<file path="src/rtl/cosim_commit_serializer.sv">
// ============================================================================
// cosim_commit_serializer : flattens per-cycle retire groups (plus an optional
//   trap record) into an in-order record FIFO for a co-simulation consumer.
//   Optional drop tracking is enabled by defining COSIM_SER_OVERFLOW_EN.
// Revision: 1.0
// ============================================================================
`default_nettype none

module cosim_commit_serializer #(
    parameter int COMMIT_WIDTH = 2,
    parameter int XLEN         = 64,
    parameter int INST_BITS    = 32,
    parameter int RD           = 5,
    parameter int DEPTH        = 8
) (
    input  logic                           clock,
    input  logic                           reset,
    input  logic [COMMIT_WIDTH-1:0]        in_valid,
    input  logic [XLEN*COMMIT_WIDTH-1:0]   in_pc,
    input  logic [INST_BITS*COMMIT_WIDTH-1:0] in_inst,
    input  logic [XLEN*COMMIT_WIDTH-1:0]   in_wdata,
    input  logic [COMMIT_WIDTH-1:0]        in_wdata_valid,
    input  logic [RD*COMMIT_WIDTH-1:0]     in_wdata_dest,
    input  logic                           int_xcpt,
    input  logic [XLEN-1:0]                cause,
    output logic                           out_valid,
    input  logic                           out_ready,
    output logic                           out_is_trap,
    output logic [XLEN-1:0]                out_pc,
    output logic [INST_BITS-1:0]           out_inst,
    output logic [XLEN-1:0]                out_wdata,
    output logic                           out_wdata_valid,
    output logic [RD-1:0]                  out_wdata_dest,
    output logic                           out_overflow,
    output logic [15:0]                    out_drop_count
);

    localparam int PTR_W = (DEPTH > 1) ? $clog2(DEPTH) : 1;
    localparam int CNT_W = $clog2(DEPTH + 1);

    // Record storage; never reset, occupancy is tracked purely by r_count.
    logic [XLEN-1:0]      r_mem_pc    [DEPTH];
    logic [INST_BITS-1:0] r_mem_inst  [DEPTH];
    logic [XLEN-1:0]      r_mem_wdata [DEPTH];
    logic                 r_mem_wv    [DEPTH];
    logic [RD-1:0]        r_mem_dest  [DEPTH];
    logic                 r_mem_trap  [DEPTH];

    logic [PTR_W-1:0] r_wr_ptr;
    logic [PTR_W-1:0] r_rd_ptr;
    logic [CNT_W-1:0] r_count;

    logic [PTR_W-1:0] w_lane_idx [COMMIT_WIDTH];
    logic [PTR_W-1:0] w_trap_idx;
    logic [CNT_W-1:0] w_pop;
    logic [CNT_W-1:0] w_n;
    logic [CNT_W-1:0] w_free;
    logic             w_accept;
    logic             w_deq;

    // Each valid lane lands at write pointer + number of valid lanes below it,
    // so the group is packed densely in ascending lane order.
    always_comb begin
        w_pop = '0;
        for (int i = 0; i < COMMIT_WIDTH; i++) begin
            w_lane_idx[i] = r_wr_ptr + w_pop[PTR_W-1:0];
            w_pop         = w_pop + CNT_W'(in_valid[i]);
        end
        w_trap_idx = r_wr_ptr + w_pop[PTR_W-1:0];
        w_n        = w_pop + CNT_W'(int_xcpt);
    end

    // Free space uses the pre-dequeue count: a record leaving this cycle does
    // not make room for the group arriving in the same cycle.
    assign w_free   = CNT_W'(DEPTH) - r_count;
    assign w_accept = (w_n != '0) && (w_free >= w_n);
    assign w_deq    = (r_count != '0) && out_ready;

    always_ff @(posedge clock) begin
        if (reset) begin
            r_wr_ptr <= '0;
            r_rd_ptr <= '0;
            r_count  <= '0;
        end else begin
            if (w_accept) begin
                r_wr_ptr <= r_wr_ptr + w_n[PTR_W-1:0];
            end
            if (w_deq) begin
                r_rd_ptr <= r_rd_ptr + PTR_W'(1);
            end
            r_count <= r_count + (w_accept ? w_n : '0) - CNT_W'(w_deq);
        end
    end

    always_ff @(posedge clock) begin
        if (!reset && w_accept) begin
            for (int i = 0; i < COMMIT_WIDTH; i++) begin
                if (in_valid[i]) begin
                    r_mem_pc[w_lane_idx[i]]    <= in_pc[i*XLEN +: XLEN];
                    r_mem_inst[w_lane_idx[i]]  <= in_inst[i*INST_BITS +: INST_BITS];
                    r_mem_wdata[w_lane_idx[i]] <= in_wdata[i*XLEN +: XLEN];
                    r_mem_wv[w_lane_idx[i]]    <= in_wdata_valid[i];
                    r_mem_dest[w_lane_idx[i]]  <= in_wdata_dest[i*RD +: RD];
                    r_mem_trap[w_lane_idx[i]]  <= 1'b0;
                end
            end
            if (int_xcpt) begin
                r_mem_pc[w_trap_idx]    <= '0;
                r_mem_inst[w_trap_idx]  <= '0;
                r_mem_wdata[w_trap_idx] <= cause;
                r_mem_wv[w_trap_idx]    <= 1'b0;
                r_mem_dest[w_trap_idx]  <= '0;
                r_mem_trap[w_trap_idx]  <= 1'b1;
            end
        end
    end

    assign out_valid       = (r_count != '0);
    assign out_is_trap     = r_mem_trap[r_rd_ptr];
    assign out_pc          = r_mem_pc[r_rd_ptr];
    assign out_inst        = r_mem_inst[r_rd_ptr];
    assign out_wdata       = r_mem_wdata[r_rd_ptr];
    assign out_wdata_valid = r_mem_wv[r_rd_ptr];
    assign out_wdata_dest  = r_mem_dest[r_rd_ptr];

`ifdef COSIM_SER_OVERFLOW_EN
    logic        w_drop;
    logic        r_overflow;
    logic [15:0] r_drop_count;

    assign w_drop = (w_n != '0) && !w_accept;

    always_ff @(posedge clock) begin
        if (reset) begin
            r_overflow   <= 1'b0;
            r_drop_count <= '0;
        end else if (w_drop) begin
            r_overflow <= 1'b1;
            if (r_drop_count != 16'hFFFF) begin
                r_drop_count <= r_drop_count + 16'd1;
            end
        end
    end

    assign out_overflow   = r_overflow;
    assign out_drop_count = r_drop_count;
`else
    assign out_overflow   = 1'b0;
    assign out_drop_count = 16'd0;
`endif

endmodule

`default_nettype wire

</file>
<file path="config.mk">
export PLATFORM = sky130hd
export DESIGN_NAME = cosim_commit_serializer
export DESIGN_NICKNAME = d
export VERILOG_FILES = /design/src/rtl/cosim_commit_serializer.sv
export SDC_FILE = /design/constraint.sdc
export NUM_CORES = 2
export LEC_CHECK = 0
export BUFFER_PORTS_ARGS = -buffer_cell sky130_fd_sc_hd__buf_2
export CELL_PAD_IN_SITES_DETAIL_PLACEMENT = 0
export CELL_PAD_IN_SITES_GLOBAL_PLACEMENT = 1
export CORE_UTILIZATION = 35
export CTS_CLUSTER_DIAMETER = 80
export DETAILED_ROUTE_END_ITERATION = 16
export PLACE_DENSITY = 0.62
export SLEW_MARGIN = 10
export SYNTH_ARGS = -nofsm -noshare
export SYNTH_HDL_FRONTEND = slang
export SYNTH_SLANG_ARGS = --single-unit
</file>
<file path="constraint.sdc">
create_clock -name clock -period 11.7 [get_ports clock]
set_clock_uncertainty 0.2 [all_clocks]
set_input_delay 2.34 -clock clock [delete_from_list [all_inputs] [get_ports clock]]
set_output_delay 2.34 -clock clock [all_outputs]
set_load 0.005 [all_outputs]
</file>
== After elaboration in Yosys (flattened, before gate mapping) ==
Memory sizes are Yosys's and may differ from the RTL's. A register that Yosys moved wholly into a read port is not among the register bits.
Index checks and enable logic that the tools add are counted.
Widths: inputs -> output; s select.

* Flip-flop bits (word level): 10
* RAM bits: 1336
* Output and inout port bits: 185
* Logic and storage cells: 47
* Memories kept: 6

* Add/subtract/negate cells: 9
* Magnitude comparators: 1
* Mux-type cells: 22
* Reductions and logical operators: 6

{| class="wikitable"
|+ Memory list
! name !! depth !! width !! rd ports !! clocked after memory_dff !! wr ports !! line !! source
|-
| r_mem_pc || 8 || 64 || 1 || 1 || 3 || 42 || <nowiki>logic [XLEN-1:0] r_mem_pc [DEPTH];</nowiki>
|-
| r_mem_wdata || 8 || 64 || 1 || 1 || 3 || 44 || <nowiki>logic [XLEN-1:0] r_mem_wdata [DEPTH];</nowiki>
|-
| r_mem_inst || 8 || 32 || 1 || 1 || 3 || 43 || <nowiki>logic [INST_BITS-1:0] r_mem_inst [DEPTH];</nowiki>
|-
| r_mem_dest || 8 || 5 || 1 || 1 || 3 || 46 || <nowiki>logic [RD-1:0] r_mem_dest [DEPTH];</nowiki>
|-
| r_mem_trap || 8 || 1 || 1 || 1 || 3 || 47 || <nowiki>logic r_mem_trap [DEPTH];</nowiki>
|-
| r_mem_wv || 8 || 1 || 1 || 1 || 3 || 45 || <nowiki>logic r_mem_wv [DEPTH];</nowiki>
|}

{| class="wikitable"
|+ Operators by type and width
! cell !! count
|-
| $mux 3 || 13
|-
| $mux 1 || 9
|-
| $reduce_bool 4->1 || 2
|-
| $add 4x3->4 || 1
|-
| $ge 4x3->1 || 1
|-
| $sub 4x1->4 || 1
|-
| $sub 4x4->4 const A || 1
|-
| $add 2x1->3 || 1
|-
| $add 3x1->3 || 1
|-
| $add 3x1->3 const B || 1
|-
| $add 3x2->3 || 1
|-
| $add 3x3->3 || 1
|-
| $logic_and 1x1->1 || 3
|-
| $add 1x1->2 || 1
|-
| $logic_not 1->1 || 1
|}

== Longest topological paths before layout ==
* Depth after elaboration: 7
* Mapped depth: 18
* Mapped depth without buffers: 16

== Worst setup path before layout ==
No wires, ideal clock.

* Path kind: input -> register
* From: in in_valid[0]
* To: mem r_mem_wdata[2][0] (enable)
* Library setup time: 0.850 ns
* Data arrival time: 6.535 ns
* Slack: 4.114 ns
* Stages on the path: 12
* Buffers on the path: 4
* Cell sequence: inv_1 > fa_1 > inv_1 > ha_1 > or3b_2 > o211a_1 > buf_2 > o211ai_2 > buf_2 > buf_2 > clkbuf_1 > nand3_1

{| class="wikitable"
|+ RTL lines
! item !! line !! source
|-
| start, declared || 18 || <nowiki>input logic [COMMIT_WIDTH-1:0] in_valid,</nowiki>
|-
| end, declared || 44 ||
|}

==> results.json <==
{
  "status": "finished clean",
  "synthCells": 6505,
  "switching_power_mw": 7.20,
  "final_cell_mix": "mux2_2 (1191), dfxtp_1 (833), nor2_1 (828), nor3_1 (768), a221oi_1 (757)",
  "crit_fanout": 110,
  "cpMostUsedCell": "ha_1",
  "ys.flop_type": "dfxtp_1",
  "cts.clk_slew.worst_paths_ps": 60,
  "start_kind": "primary input",
  "cts-buffers-inserted": 162,
  "yosysSeqAreaShare": 0.433,
  "place_ws_ps": 3790,
  "tritoncts": "built",
  "rows": 168,
  "min_path_cells": 2,
  "finalCritPeriodShare": 0.610,
  "antenna_found_initial": 122,
  "pwr-share-comb": 0.392,
  "die-area_mm2": 0.214,
  "slew_viol_final": 0,
  "async_flop_share": 0,
  "critPathKind": "in -> reg",
  "wirelength_um": 316000,
  "ctsResizeCount": 0,
  "wl_per_cell_um": 33.2,
  "h-tree-depth": 4,
  "remaining_drc_errors": 0,
  "met2_length_um": 147000,
  "min_path_type": "reg -> reg",
  "viasPerCell": 6.36,
  "power_frac_clock": 0.241,
  "p_per_area_mw_per_mm2": 247,
  "setup_viol": 0,
  "hold_end": "r_mem_trap[2]$_DFF_P_",
  "synth-seq-cells": 1349,
  "utilization": 0.399,
  "die_w_um": 462,
  "worst-path-buf-inv": 4,
  "wl_met1_um": 125000,
  "grt_max_degree": 147,
  "globalplace.congestion": 0.793,
  "cts-root-buf": "clkbuf_16",
  "slowest_delay_ps": 1000,
  "fmaxAchievable_mhz": 140,
  "fill_cells": 20000,
  "dr.first_iter.drc_count": 6909,
  "switching_share": 0.348,
  "p_leak_nw": 29.0,
  "endpoint_kind": "register",
  "register_area_mm2": 0.0321,
  "topRoutingLayerUsed": "met5",
  "ff2ff_setup_slack_ps": 6430,
  "core-area_mm2": 0.210,
  "rsz0062_at_grt": "no",
  "synth_edf_count": 512,
  "multi_input_area_mm2": 0.0389,
  "avgSynthCellArea_um2": 11.4,
  "wl_met3_um": 31300,
  "power.internal_mw": 13.5,
  "slowest_stage": "buf_4",
  "grt_pass1_vias": 61300,
  "vias": 60700,
  "ir_drop_mv": 0.151,
  "die_h_um": 462,
  "drt-pass1-iter-count": 5,
  "tns_ps": 0,
  "area_growth_syn_to_layout_pct": 12.9,
  "seqPwrFrac": 0.367,
  "holdCritStartpoint": "r_mem_trap[2]$_DFF_P_",
  "io_buffers": 569,
  "cts.sinks": 1349,
  "r2r_cells": 10,
  "clock_latency_ps": 820,
  "syn_area_mm2": 0.0742,
  "drive_gt1_frac": 0.391,
  "finalNetCount": 6993,
  "grt_overflow": 0,
  "cap_violations": 0,
  "period_needed_ps": 7140,
  "fin_cells": 9545,
  "ctsLongestPathBuffers": 3,
  "ioPinCount": 587,
  "worstPathArrival_ps": 7500,
  "crit_family": "buffers and inverters",
  "ant_nets": 0,
  "cp_cell_sequence": "buf_2 > ha_1 > ha_1 > and2_2 > clkinv_1 > ha_1 > o211a_1 > nor2_1 > nor3b_4 > buf_12 > buf_4 > mux2_2",
  "cts_setup_buffers": 0,
  "yosys_warnings": 0,
  "hold_buffers": 0,
  "dp_cells": 9210,
  "ys_types": 54,
  "grt_use_total": 0.284,
  "maxSlewHeadroom": 0.145,
  "r2r-end": "r_mem_wdata[5][57]$_DFFE_PP_",
  "floorplan.initialDensity": 0.353,
  "fin_ws_ps": 4560,
  "cp.required_ps": 12060,
  "r2r-start": "r_count[0]$_SDFF_PP0_",
  "dp_hpwl_um": 165000,
  "tightest_slew_ps": 1280,
  "hold_viol": 0,
  "power_mw": 20.7,
  "final_common_cell": "mux2_2",
  "grt_pass1_wl_um": 449000
}
[power groups by stage]
stage          Sequential (mW)  Combinational (mW)  Clock [mW]
6_report                  7.58                8.11        4.99
3_3_place_gp              7.57                7.91           0
5_1_grt                   7.72                8.67        5.22
4_1_cts                   7.54                8.09        5.05
3_5_place_dp              7.62                8.07           0
2_1_floorplan             7.30                5.67           0
[flip-flops by register name (all words and copies together) (netlist names), named ones only]
name and cells:
r_mem_trap 8, r_mem_wv 8, r_mem_pc 512, r_wr_ptr 3
r_mem_inst 256, r_rd_ptr 3, r_mem_wdata 512, r_mem_dest 40
r_count 4
[worst max-delay path by stage]
stage                     start                            to  slack [ps]  depth (start not counted)
floorplan           in_valid[0]   r_mem_wdata[2][0]$_DFFE_PP_        4110                         12
global placement    in_valid[1]  r_mem_wdata[4][59]$_DFFE_PP_        3830                         13
detailed placement  in_valid[0]  r_mem_wdata[1][62]$_DFFE_PP_        3790                         13
CTS                 in_valid[0]  r_mem_pc[5][55]$_SDFFE_PP0P_        4670                         13
global route        in_valid[0]  r_mem_wdata[5][59]$_DFFE_PP_        4440                         12
finish              in_valid[1]  r_mem_wdata[5][57]$_DFFE_PP_        4560                         12
[cell type report]
class	count	share of cell area
multi-input cells	4349	0.464
flip-flops and latches	1349	0.384
clock buffers	237	0.0562
repair buffers	688	0.0476
well taps	2805	0.0419
clock inverters	51	0.00481
diodes	46	0.00137
inverters	20	0.000896
[kinds of logic (layout without fill, tap and decap cells)]
kind of cell,Yosys count,in the layout,synth area share
fa+ha+maj,21,21,0.00395
xor+xnor,12,12,0.00142
other cells,1,63,0.0000505
simple gates,1907,1907,0.122
buf+inv,823,996,0.0482
mux,1526,1526,0.282
flops,1349,1349,0.433
compound gates,866,866,0.109
[worst reg2reg max path: stages (launching register included)]
cell	delay [ps]
dfxtp_1	380
inv_1	100
ha_1	230
xnor2_1	150
ha_1	310
o211a_1	700
nor2_1	360
nor3b_4	340
buf_12	720
buf_4	1060
mux2_2	460
[through the flow]
| step | hold WS, ps | instance area (um^2) |
|---|---|---|
| finish | 260 | 83800 |
| CTS | 262 | 83600 |
| detailed placement | 254 | 78500 |
| floorplan | 231 | 74200 |
| global route | 277 | 83700 |
| global placement | 244 | 78500 |
[per-layer routing]
| metal | GRT usage | vias to the layer above |
|---|---|---|
| li1 | - | 25400 |
| met4 | 0.119 | 120 |
| met1 | 0.360 | 31000 |
| met3 | 0.0762 | 806 |
| met2 | 0.454 | 3424 |
| met5 | 0 | - |
[cells in the mapped netlist (6+ instances only)]
library cell | n | area [um^2]
or3b_2 | 6 | 52.6
a2111o_1 | 7 | 78.8
nor3_2 | 50 | 500
nor3_1 | 768 | 3840
and2_1 | 104 | 651
mux4_2 | 334 | 7520
a221oi_1 | 757 | 6630
clkbuf_1 | 411 | 1540
dfxtp_1 | 837 | 16800
edfxtp_1 | 512 | 15400
ha_1 | 17 | 213
a221oi_2 | 60 | 901
buf_2 | 217 | 1090
mux2_2 | 1191 | 13400
nor2b_1 | 105 | 657
nand3_1 | 15 | 75.1
o211ai_2 | 6 | 75.1
nor2_1 | 828 | 3110
buf_4 | 48 | 360
buf_1 | 120 | 450
nand2_1 | 12 | 45.0
inv_1 | 18 | 67.6
and3_1 | 6 | 37.5
xnor2_1 | 9 | 78.8
Power figures use the tool's default switching activity.
